### src/rtl/tt_uart_pkg.sv
// tt_uart_pkg: receiver state encoding and framing defaults shared by the UART blocks
package tt_uart_pkg;
    localparam int DATA_BITS        = 8;
    localparam int CLKS_PER_BIT_DEF = 16;
    typedef enum logic [2:0] {IDLE, START, DATA, PARITY, STOP, BREAK} rx_state_e;
endpackage

### src/rtl/tt_sync2.sv
// tt_sync2: two-flop synchronizer for an asynchronous pin, reset to RST_VAL
module tt_sync2 #(
    parameter logic RST_VAL = 1'b0
) (
    input  logic clk,
    input  logic rst,
    input  logic d,
    output logic q
);
    logic meta;
    always_ff @(posedge clk or posedge rst) begin
        if (rst) {q, meta} <= {RST_VAL, RST_VAL};
        else     {q, meta} <= {meta, d};
    end
endmodule

### src/rtl/tt_uart_rx.sv
// tt_uart_rx: 8N1 UART receiver with ready/valid byte output.
// Define UART_RX_PARITY_EN to expect an even-parity bit after the data (8E1).
module tt_uart_rx
    import tt_uart_pkg::*;
#(
    parameter int CLKS_PER_BIT = CLKS_PER_BIT_DEF
) (
    input  logic       clk,
    input  logic       rst,
    input  logic       rx_i,
    output logic [7:0] data_o,
    output logic       valid_o,
    input  logic       ready_i,
    output logic       busy_o,
    output logic       frame_err_o,
    output logic       overrun_o,
    output logic       parity_err_o
);
    localparam int CW = $clog2(CLKS_PER_BIT);
    localparam int BW = $clog2(DATA_BITS);
`ifdef UART_RX_PARITY_EN
    localparam rx_state_e AFTER_DATA = PARITY;
`else
    localparam rx_state_e AFTER_DATA = STOP;
`endif

    rx_state_e            state, state_n;
    logic [CW-1:0]        cnt, cnt_n;
    logic [BW-1:0]        bit_idx, bit_n;
    logic [DATA_BITS-1:0] shift, shift_n;
    logic                 rx_s, par_bad, par_bad_n, deliver, ferr;
    logic                 half_tick, bit_tick;

    tt_sync2 #(.RST_VAL(1'b1)) u_sync (.clk(clk), .rst(rst), .d(rx_i), .q(rx_s));

    assign half_tick = cnt == CW'(CLKS_PER_BIT / 2 - 1);
    assign bit_tick  = cnt == CW'(CLKS_PER_BIT - 1);
    assign busy_o    = state != IDLE;

`ifdef UART_RX_PARITY_EN
    logic perr;
`endif

    always_comb begin
        state_n   = state;
        cnt_n     = cnt + 1'b1;
        bit_n     = bit_idx;
        shift_n   = shift;
        par_bad_n = par_bad;
        deliver   = 1'b0;
        ferr      = 1'b0;
`ifdef UART_RX_PARITY_EN
        perr      = 1'b0;
`endif
        case (state)
            IDLE: begin
                cnt_n     = '0;
                bit_n     = '0;
                par_bad_n = 1'b0;
                state_n   = rx_s ? IDLE : START;
            end
            // Mid-start-bit recheck rejects short glitches on the idle line
            START: if (half_tick) begin
                cnt_n   = '0;
                state_n = rx_s ? IDLE : DATA;
            end
            DATA: if (bit_tick) begin
                cnt_n   = '0;
                shift_n = {rx_s, shift[DATA_BITS-1:1]};
                bit_n   = bit_idx + 1'b1;
                state_n = (bit_idx == BW'(DATA_BITS - 1)) ? AFTER_DATA : DATA;
            end
`ifdef UART_RX_PARITY_EN
            PARITY: if (bit_tick) begin
                cnt_n   = '0;
                state_n = STOP;
                if (^{rx_s, shift}) begin
                    par_bad_n = 1'b1;
                    perr      = 1'b1;
                end
            end
`endif
            STOP: if (bit_tick) begin
                cnt_n   = '0;
                deliver = rx_s & ~par_bad;
                ferr    = ~rx_s;
                state_n = rx_s ? IDLE : BREAK;
            end
            BREAK: begin
                cnt_n   = '0;
                state_n = rx_s ? IDLE : BREAK;
            end
            default: state_n = IDLE;
        endcase
    end

    always_ff @(posedge clk or posedge rst) begin
        if (rst) begin
            state       <= IDLE;
            cnt         <= '0;
            bit_idx     <= '0;
            shift       <= '0;
            par_bad     <= 1'b0;
            data_o      <= '0;
            valid_o     <= 1'b0;
            frame_err_o <= 1'b0;
            overrun_o   <= 1'b0;
        end else begin
            state       <= state_n;
            cnt         <= cnt_n;
            bit_idx     <= bit_n;
            shift       <= shift_n;
            par_bad     <= par_bad_n;
            frame_err_o <= ferr;
            overrun_o   <= deliver & valid_o & ~ready_i;
            // A byte consumed on the delivery clock frees the slot for the new one
            if (deliver && !(valid_o && !ready_i)) begin
                data_o  <= shift;
                valid_o <= 1'b1;
            end else if (valid_o && ready_i) begin
                valid_o <= 1'b0;
            end
        end
    end

`ifdef UART_RX_PARITY_EN
    always_ff @(posedge clk or posedge rst) begin
        if (rst) parity_err_o <= 1'b0;
        else     parity_err_o <= perr;
    end
`else
    assign parity_err_o = 1'b0;
`endif
endmodule

### config.mk
export PLATFORM = sky130hd
export DESIGN_NAME = tt_uart_rx
export DESIGN_NICKNAME = d
export VERILOG_FILES = /design/src/rtl/tt_uart_pkg.sv /design/src/rtl/tt_sync2.sv /design/src/rtl/tt_uart_rx.sv
export SDC_FILE = /design/constraint.sdc
export NUM_CORES = 1
export LEC_CHECK = 0
export BUFFER_PORTS_ARGS = -buffer_cell sky130_fd_sc_hd__buf_2
export CAP_MARGIN = 25
export CORE_UTILIZATION = 45
export DETAILED_ROUTE_END_ITERATION = 8
export PLACE_DENSITY_LB_ADDON = 0.05
export SLEW_MARGIN = 20
export SYNTH_ARGS = -nofsm -noshare
export SYNTH_HDL_FRONTEND = slang
export SYNTH_SLANG_ARGS = --single-unit
### constraint.sdc
create_clock -name clk -period 2.5 [get_ports clk]
set_input_delay 0.125 -clock clk [delete_from_list [all_inputs] [get_ports clk]]
set_output_delay 0.125 -clock clk [all_outputs]
set_load 0.01 [all_outputs]
== After elaboration in Yosys (flattened, before gate mapping) ==
Index checks and enable logic that the tools add are counted.

* Bits in registers: 31
* Output and inout port bits: 13
* Word-level logic and storage cells: 59

* $add $sub $neg: 2
* Equal/unequal tests: 10
* Muxes and demuxes: 19
* Bitwise operators: 4
* Reductions and logical operators: 14

{| class="wikitable"
|+ Operators with widths
! operator !! count
|-
| 3-bit 2-to-1 mux || 6
|-
| 3-bit one-hot mux with 5 select lines || 1
|-
| 4-bit one-hot mux with 3 select lines || 1
|-
| 3-bit equality test, second input constant || 3
|-
| 4-bit 2-to-1 mux || 2
|-
| 1-bit 2-to-1 mux || 7
|-
| 2-bit inequality test, second input constant || 3
|-
| 3-bit one-hot mux with 2 select lines || 1
|-
| 4-bit by 1-bit adder with 4-bit output, second input constant || 1
|-
| 4-bit by 3-bit equality test with 1-bit output, second input constant || 1
|-
| 4-bit equality test, second input constant || 1
|-
| 2-bit AND reduction || 2
|-
| 2-bit nonzero test || 2
|-
| 2-bit OR reduction || 2
|-
| 3-bit by 1-bit adder with 3-bit output, second input constant || 1
|-
| 3-bit by 1-bit equality test with 1-bit output, second input constant || 1
|-
| 3-bit by 2-bit equality test with 1-bit output, second input constant || 1
|-
| 1-bit logical AND || 3
|-
| 3-bit logical NOT || 1
|-
| 3-bit AND reduction || 1
|-
| 3-bit nonzero test || 1
|-
| 1-bit AND || 2
|-
| 1-bit logical NOT || 2
|-
| 2-bit 2-to-1 mux || 1
|-
| 1-bit NOT || 2
|}

== Logic depth before layout (Yosys ltp) ==
Gate-level depths: netlist (run 1).

* Depth in word-level cells: 5
* Depth in mapped cells: 5
* Mapped depth without buffers: 5

== Cells and area by module ==
From an unflattened synthesis (run 1), not the netlist that was laid out.

* Cells, all modules: 99
* Area, all modules: 1333.8 µm²

{| class="wikitable"
|+ By module, submodules not included
! module !! instances !! cells an instance !! area an instance (µm²) !! seq. area each (µm²)
|-
| tt_uart_rx || 1 || 96 || 1277.5 || 725.7
|-
| tt_sync2 || 1 || 3 || 56.3 || 52.6
|}

== Worst setup path after synthesis (run 1) ==
Ideal clock, no wire load.

* Path type: reg2reg
* From: register cnt[0]
* To: register shift[0]
* Library setup time: 125 ps
* Arrival: 1707 ps
* Data required time: 2375 ps
* Path slack: 668 ps
* Stages on the path, launching flop included: 6
* Buffers on the path: 1
* Clock period less this slack: 1832 ps
* Cell sequence: dfrtp_1 > ha_1 > nand3_4 > or4b_4 > buf_6 > mux2_4

* Cells in the longest elaborated chain, start to end: 2

{| class="wikitable"
|+ Ends and longest elaborated chain
! item !! RTL line !! text
|-
| start, declared || tt_uart_rx.sv:28 || <nowiki>logic [CW-1:0] cnt, cnt_n;</nowiki>
|-
| start signal, assigned || tt_uart_rx.sv:110 || <nowiki>cnt <= cnt_n;</nowiki>
|-
| 4-bit equality test || tt_uart_rx.sv:37 || <nowiki>assign bit_tick = cnt == CW'(CLKS_PER_BIT - 1);</nowiki>
|-
| 2-bit AND reduction (no source line) || -- ||
|-
| end signal, assigned || tt_uart_rx.sv:112 || <nowiki>shift <= shift_n;</nowiki>
|-
| end, declared || tt_uart_rx.sv:30 || <nowiki>logic [DATA_BITS-1:0] shift, shift_n;</nowiki>
|}

No other way between the ends.
A chain may end at the register's enable or synchronous reset.

== Worst setup path after layout (run 1) ==
* From: register cnt[0]
* To: register shift[1]

The elaborated chain is that of the path after synthesis.

==> impl_metrics.sql, run 1 <==
INSERT INTO impl_metrics (metric_group, metric, value, unit) VALUES
('drt', 'post_drt_wl_per_cell', '14.0', 'um'),
('synth', 'synth-edff-count', '0', ''),
('worst_setup_path', 'timing.setup.critical_path_class', 'reg2reg', ''),
('synth', 'syn-cell-area', '0.00138', 'mm^2'),
('die', 'initial_core_util', '0.487', ''),
('worst_setup_path', 'number_of_cells_on_the_worst_reg_to_reg_path', '4', ''),
('synth', 'synth_seq_cells', '31', ''),
('placed_design', 'dpl-instance-area', '0.00147', 'mm^2'),
('sta', 'maxClockFrequency', '518', 'MHz'),
('clock_network', 'max-clock-path-buffers', '2', ''),
('sta', 'tightestPinTransition', '567', 'ps'),
('grt', 'global_route_wire_length_before_repair', '3770', 'um'),
('cells_and_area', 'final_design_area_no_fill', '0.00154', 'mm^2'),
('worst_setup_path', 'endpoint_arrival_time_on_the_critical_path', '2140', 'ps'),
('worst_setup_path', 'critical_path_peak_fanout', '11', ''),
('hold_path', 'min_delay_path_depth', '3', ''),
('cells_and_area', 'post_route_cells_drive_above_1_share', '0.369', ''),
('cells_and_area', 'fin_nets', '128', ''),
('die', 'row_count', '19', ''),
('synth', 'synth_top_cells_by_area', 'dfrtp_1, mux2_2, mux2_4', ''),
('clock_network', 'cts.hold.buffers_added', '2', ''),
('worst_setup_path', 'worstPathRequired', '2710', 'ps'),
('outcome', 'status', 'finished, violations left', ''),
('grt', 'number_of_global_route_vias_before_repair', '806', ''),
('hold_path', 'worst_hold_path.endpoint', 'overrun_o$_DFF_PP0_', ''),
('sta', 'finalSetupTns', '0', 'ps'),
('clock_network', 'postCtsSetupBuffers', '0', ''),
('synth', 'portion_of_synthesized_cell_area_occupied_by_the_leading_cell_type', '0.526', ''),
('cells_and_area', 'num_antenna_cells', '0', ''),
('sta', 'hold_violations', '0', ''),
('synth', 'synth_fp_nets', '108', ''),
('synth', 'ys_top_cells_by_count', 'dfrtp_1, mux2_2, mux2_4', ''),
('power', 'ir_drop', '406', 'uV'),
('hold_path', 'min-delay-start', 'ready_i', ''),
('synth', 'synth_ff_type', 'dfrtp_1', ''),
('power', 'power_per_cell_area', '687', 'mW/mm^2'),
('synth', 'postSynthAreaPerCell', '13.7', 'um^2'),
('run', 'maxCapViolations', '0', ''),
('grt', 'grt_start_max_net_pins', '32', ''),
('placed_design', 'globalplace.congestion', '0.756', ''),
('clock_network', 'cts.sinks', '31', ''),
('worst_setup_path', 'critical_path.reg2reg.endpoint', 'shift[1]$_DFFE_PP0P_', ''),
('die', 'design.core.area', '0.00283', 'mm^2'),
('sta', 'timing.clock.skew', '7.27', 'ps'),
('drt', 'routed_via_density', '5.37', ''),
('worst_setup_path', 'critical_path_end_type', 'flip-flop', ''),
('sta', 'report.final.slew_viol_count', '0', ''),
('cells_and_area', 'final-seq-area', '778', 'um^2'),
('cells_and_area', 'synthToLayoutAreaGrowth', '11.6', '%'),
('synth', 'most_common_cell_in_the_synthesized_netlist', 'dfrtp_1', ''),
('synth', 'syn_inst_count', '101', ''),
('cells_and_area', 'utilization', '0.544', ''),
('clock_network', 'cts.repair.resized', '0', ''),
('synth', 'yosys_warnings', '0', ''),
('drt', 'drtPass1Iterations', '6', ''),
('die', 'die_w', '57.4', 'um'),
('synth', 'sequential_element_share_of_the_synthesized_area', '0.564', ''),
('synth', 'synth_area_leader_cell', 'dfrtp_1', ''),
('die', 'design.portCount', '17', ''),
('sta', 'unrepaired_setup_endpoints_after_global_routing', 'no', ''),
('drt', 'num_vias', '821', ''),
('worst_setup_path', 'reg2reg_from', 'cnt[0]$_DFF_PP0_', ''),
('drt', 'route.detailed.drc', '2', ''),
('cells_and_area', 'filler_cell_count', '248', ''),
('drt', 'routed_wirelength', '2140', 'um'),
('outcome', 'violations', 'design-rule violations', ''),
('sta', 'finalCritPeriodShare', '0.773', ''),
('drt', 'drtIter0Drc', '17', ''),
('clock_network', 'clkLatencyLatePin', '320', 'ps'),
('placed_design', 'port-buffer-count', '15', ''),
('clock_network', 'htreeDepth', '2', '');
through the flow:
step / power [mW] / cells / setup slack (ps) / hold WS (ps)
floorplan: 0.749 / 101 / 668 / 129
detailed placement: 0.794 / 143 / 588 / 225
global route: 1.12 / 153 / 466 / 112
finish: 1.06 / 153 / 568 / 100
global placement: 0.787 / 143 / 613 / 217
CTS: 1.07 / 153 / 563 / 97.5
layer usage:
| metal | GRT usage | wire length (um) |
|---|---|---|
| met2 | 0.241 | 994 |
| met1 | 0.198 | 1010 |
| met4 | 0.0627 | 46 |
| met5 | 0 | 0 |
| met3 | 0.0544 | 84 |
kinds of logic (layout without fill, tap and decap cells):
group,after synthesis,in the layout,share of synthesized area
flip-flops,31,31,0.564
multiplexers,20,20,0.180
AND/OR/NAND/NOR,26,26,0.135
other,1,1,0.00272
buffers and inverters,8,29,0.0309
adder cells (fa/ha/maj),3,3,0.0272
AO/OA/AOI/OAI,10,10,0.0472
XOR/XNOR,2,2,0.0127
flip-flops by register name (all words and copies together), names as in the netlist:
| register | cells |
|---|---|
| bit_idx | 3 |
| cnt | 4 |
| data_o | 8 |
| frame_err_o | 1 |
| overrun_o | 1 |
| shift | 8 |
| state | 3 |
| u_sync.meta | 1 |
| u_sync.q | 1 |
| valid_o | 1 |
layout make-up:
class | count | area share
clock buffers | 7 | 0.0293
clock inverters | 1 | 0.00325
inverters | 3 | 0.00732
multi-input cells | 62 | 0.363
flip-flops and latches | 31 | 0.506
well taps | 31 | 0.0252
repair buffers | 18 | 0.0667
cells in the final DEF, fill, tap and decap left out, types with 3 or more instances in the layout:
master     n
mux2i_1    3
inv_1      3
ha_1       3
mux2_4     7
nand3b_1   4
mux2_2    10
a21oi_1    4
nand2_1    4
clkbuf_4   5
dfrtp_1   29
buf_2     15
nor2_1     3
worst max-delay path, stage by stage, from the launching register on:
cell and delay [ps]:
dfrtp_1 380, ha_1 290, nand3_4 150, or4b_4 650
mux2_4 350
where the power goes:
group	switching [mW]	internal, mW	leakage (nW)
Combinational	0.0886	0.0829	0.349
Clock	0.164	0.110	0.0293
Sequential	0.0670	0.545	0.416
worst max-delay path by stage:
| stage | cells after the start | slack, ps | to | start |
|---|---|---|---|---|
| CTS | 4 | 560 | shift[1]$_DFFE_PP0P_ | cnt[0]$_DFF_PP0_ |
| global route | 4 | 470 | data_o[6]$_DFFE_PP0P_ | cnt[0]$_DFF_PP0_ |
| finish | 4 | 570 | shift[1]$_DFFE_PP0P_ | cnt[0]$_DFF_PP0_ |
| detailed placement | 4 | 590 | shift[1]$_DFFE_PP0P_ | cnt[0]$_DFF_PP0_ |
| global placement | 4 | 610 | data_o[6]$_DFFE_PP0P_ | cnt[0]$_DFF_PP0_ |
| floorplan | 5 | 670 | shift[0]$_DFFE_PP0P_ | cnt[0]$_DFF_PP0_ |
(Power assumes the default switching activity.)
==> run 2: changes to the inputs <==
ABC_AREA = 1   (was default)
clock period = 2 ns   (was 2.5 ns; I/O delays follow)
==> impl_metrics.sql, run 2 <==
INSERT INTO impl_metrics (metric_group, metric, value, unit) VALUES
('drt', 'drt.antenna.violating_nets', '0', ''),
('run', 'maxCapViolations', '0', ''),
('worst_setup_path', 'critical_path_peak_fanout', '14', ''),
('hold_path', 'hp-class', 'in2reg', ''),
('drt', 'amount_of_wire_on_met3_after_detailed_routing', '133', 'um'),
('worst_setup_path', 'critical_path.startpoint', 'cnt[0]$_DFF_PP0_', ''),
('cells_and_area', 'post_layout_nonfiller_instances', '203', ''),
('sta', 'setup_viol_count_final', '0', ''),
('hold_path', 'min-delay-start', 'ready_i', ''),
('worst_setup_path', 'critical_path_end_type', 'flip-flop', ''),
('die', 'die_height', '57.3', 'um'),
('sta', 'finalSetupTns', '0', 'ps'),
('synth', 'synthDistinctLibCells', '24', ''),
('clock_network', 'cts_tree', 'built', ''),
('grt', 'global_route_wire_length_before_repair', '4260', 'um'),
('synth', 'synth-edff-count', '0', ''),
('cells_and_area', 'most-common-layout-cells', 'nand2_1, dfrtp_1, buf_2, nand3_1, inv_1', ''),
('synth', 'yosys.area_share.simple', '0.316', ''),
('grt', 'grt_antenna_before_repair', '0', ''),
('power', 'power_per_cell_area', '897', 'mW/mm^2'),
('drt', 'drtIter0Drc', '46', ''),
('die', 'die_w', '57.3', 'um'),
('synth', 'synth_compound_area_frac', '0.0382', ''),
('worst_setup_path', 'worst_setup_path_start_kind', 'flip-flop', ''),
('outcome', 'violations', 'design-rule violations', ''),
('synth', 'synthXorXnorAreaFrac', '0.00637', ''),
('clock_network', 'ctsRootBufferMaster', 'clkbuf_4', ''),
('sta', 'finalCritPeriodShare', '0.719', ''),
('synth', 'syn_inst_count', '150', ''),
('placed_design', 'dpl-instance-area', '0.00148', 'mm^2'),
('drt', 'drtPass1Iterations', '8', ''),
('synth', 'synth_async_sr_flop_share', '1.00', ''),
('clock_network', 'cts.repair.resized', '0', ''),
('outcome', 'status', 'finished, violations left', ''),
('drt', 'route.met2.wl', '977', 'um'),
('clock_network', 'max-clock-path-buffers', '2', ''),
('hold_path', 'min_delay_path_depth', '4', ''),
('placed_design', 'place.detailed.hpwl', '1680', 'um'),
('cells_and_area', 'fin_nets', '179', ''),
('synth', 'syn-cell-area', '0.00138', 'mm^2'),
('clock_network', 'cts.hold.buffers_added', '2', ''),
('clock_network', 'clk_transition_reported_paths', '90', 'ps'),
('die', 'initial_core_util', '0.486', ''),
('die', 'design.core.area', '0.00283', 'mm^2'),
('power', 'ir_drop', '522', 'uV'),
('synth', 'postSynthAreaPerCell', '9.17', 'um^2'),
('cells_and_area', 'filler_cell_count', '276', ''),
('cells_and_area', 'num_antenna_cells', '0', ''),
('cells_and_area', 'post_route_cells_drive_above_1_share', '0.198', ''),
('drt', 'post_drt_wl_per_cell', '11.9', 'um'),
('synth', 'synth_ff_type', 'dfrtp_1', ''),
('placed_design', 'place_inst', '194', ''),
('synth', 'dominant_combinational_cell_family_by_area_after_synthesis', 'simple AND/OR/NAND/NOR gates', ''),
('synth', 'synth_top_cells_by_area', 'dfrtp_1, nand2_1, nand3_1', ''),
('worst_setup_path', 'worstPathRequired', '2270', 'ps'),
('die', 'row_count', '19', ''),
('sta', 'report.final.slew_viol_count', '0', ''),
('drt', 'num_vias', '1065', ''),
('clock_network', 'postCtsSetupBuffers', '0', ''),
('synth', 'synth_area_leader_cell', 'dfrtp_1', ''),
('worst_setup_path', 'endpoint_arrival_time_on_the_critical_path', '1710', 'ps'),
('cells_and_area', 'synthToLayoutAreaGrowth', '13.0', '%'),
('synth', 'yosys_warnings', '0', ''),
('worst_setup_path', 'reg2reg_from', 'cnt[0]$_DFF_PP0_', ''),
('synth', 'synth_fp_nets', '157', ''),
('cells_and_area', 'reg_top3', 'data_o x8, shift x8, cnt x4', ''),
('placed_design', 'globalplace.congestion', '0.786', ''),
('synth', 'synth_seq_cells', '31', ''),
('drt', 'routed_wirelength', '2420', 'um'),
('grt', 'residual_overflow_from_global_routing', '0', ''),
('grt', 'grt_start_max_net_pins', '32', ''),
('clock_network', 'htreeDepth', '2', ''),
('cells_and_area', 'utilization', '0.549', ''),
('drt', 'wl_met1', '1250', 'um'),
('die', 'design.portCount', '17', ''),
('grt', 'all_layer_global_routing_usage', '0.180', ''),
('drt', 'routed_via_density', '5.25', ''),
('placed_design', 'port-buffer-count', '15', ''),
('power', 'total_leakage_power', '0.853', 'nW'),
('synth', 'portion_of_synthesized_cell_area_occupied_by_the_leading_cell_type', '0.528', ''),
('cells_and_area', 'final_design_area_no_fill', '0.00155', 'mm^2'),
('clock_network', 'cts.sinks', '31', ''),
('synth', 'sequential_element_share_of_the_synthesized_area', '0.566', ''),
('sta', 'period_minus_slack', '1440', 'ps'),
('grt', 'number_of_global_route_vias_before_repair', '919', ''),
('drt', 'route.detailed.drc', '6', ''),
('clock_network', 'tritoncts.num_buffers', '5', ''),
('clock_network', 'clkLatencyLatePin', '330', 'ps'),
('synth', 'synth_adder_area_share', '0.0273', ''),
('synth', 'muxShareOfSynthArea', '0', ''),
('worst_setup_path', 'number_of_cells_on_the_worst_reg_to_reg_path', '7', ''),
('cells_and_area', 'layout_commonest_cell', 'nand2_1', ''),
('sta', 'timing.clock.skew', '6.82', 'ps'),
('die', 'die_area', '0.00328', 'mm^2'),
('drt', 'highest_layer', 'met4', ''),
('sta', 'unrepaired_setup_endpoints_after_global_routing', 'no', ''),
('sta', 'maxClockFrequency', '695', 'MHz'),
('sta', 'hold_violations', '0', ''),
('worst_setup_path', 'timing.setup.critical_path_class', 'reg2reg', ''),
('synth', 'most_common_cell_in_the_synthesized_netlist', 'nand2_1', ''),
('synth', 'ys_top_cells_by_count', 'nand2_1, dfrtp_1, nand3_1', '');
run 2: cell count changes after synthesis, sizes merged, moves of 2 or more:
| cell | delta |
|---|---|
| nand2b | -2 |
| nand3b | -3 |
| mux2i | -3 |
| nand4 | +7 |
| or3 | -2 |
| inv | +8 |
| nor2b | -2 |
| nand2 | +51 |
| nand3 | +14 |
| nor2 | +4 |
| mux2 | -17 |
| a21oi | -2 |
| o21ai | +7 |
run 2: critical path: stages (launching register included):
cell and delay (ps):
dfrtp_1 380, ha_1 210, nand2_1 80, nor2_1 120
nand3_2 240, inv_2 210, nand2_1 80, nand2_1 70
run 2: logic make-up after synthesis:
| logic type | Yosys count |
|---|---|
| adders and majority gates | 3 |
| and+or+nand+nor | 90 |
| DFF | 31 |
| xor gates and xnor gates | 1 |
| AOI/OAI and AO/OA | 10 |
| buffers and inverters | 14 |
| other | 1 |
run 2: area by class of cell:
| class | instances | area [um^2] | share of cell area |
|---|---|---|---|
| Multi-Input combinational cell | 105 | 537 | 0.345 |
| Clock buffer | 6 | 51.3 | 0.0330 |
| Sequential cell | 31 | 778 | 0.501 |
| Tap cell | 31 | 38.8 | 0.0250 |
| Inverter | 11 | 41.3 | 0.0266 |
| Clock inverter | 1 | 5.00 | 0.00322 |
| Timing Repair Buffer | 18 | 103 | 0.0660 |
run 2: power by group:
group          leakage (nW)  switching, mW  internal, mW
clock                0.0341          0.206         0.163
sequential            0.415         0.0670         0.701
combinational         0.404          0.158        0.0991
total                 0.853          0.431         0.962
run 2: worst paths after layout:
kind,endpoint,slack (ps)
max reg2reg,shift[2]$_DFFE_PP0P_,560
min,valid_o$_DFFE_PP0P_,300
min in group asynchronous,data_o[4]$_DFFE_PP0P_,370
max,shift[2]$_DFFE_PP0P_,560
min reg2reg,u_sync.q$_DFF_PP1_,360
max in group asynchronous,u_sync.meta$_DFF_PP1_,1310
run 2: per-stage QoR:
stage	worst slack [ps]	hold WS (ps)	total power, mW
finish	561	298	1.39
global route	380	343	1.50
CTS	547	280	1.41
detailed placement	574	194	1.04
global placement	612	192	1.03
floorplan	760	104	0.971
run 2: metal layers:
| layer | global-route usage | vias to the layer above |
|---|---|---|
| li1 | - | 532 |
| met1 | 0.261 | 493 |
| met2 | 0.227 | 30 |
| met3 | 0.0748 | 10 |
| met4 | 0.0941 | 0 |
| met5 | 0 | - |
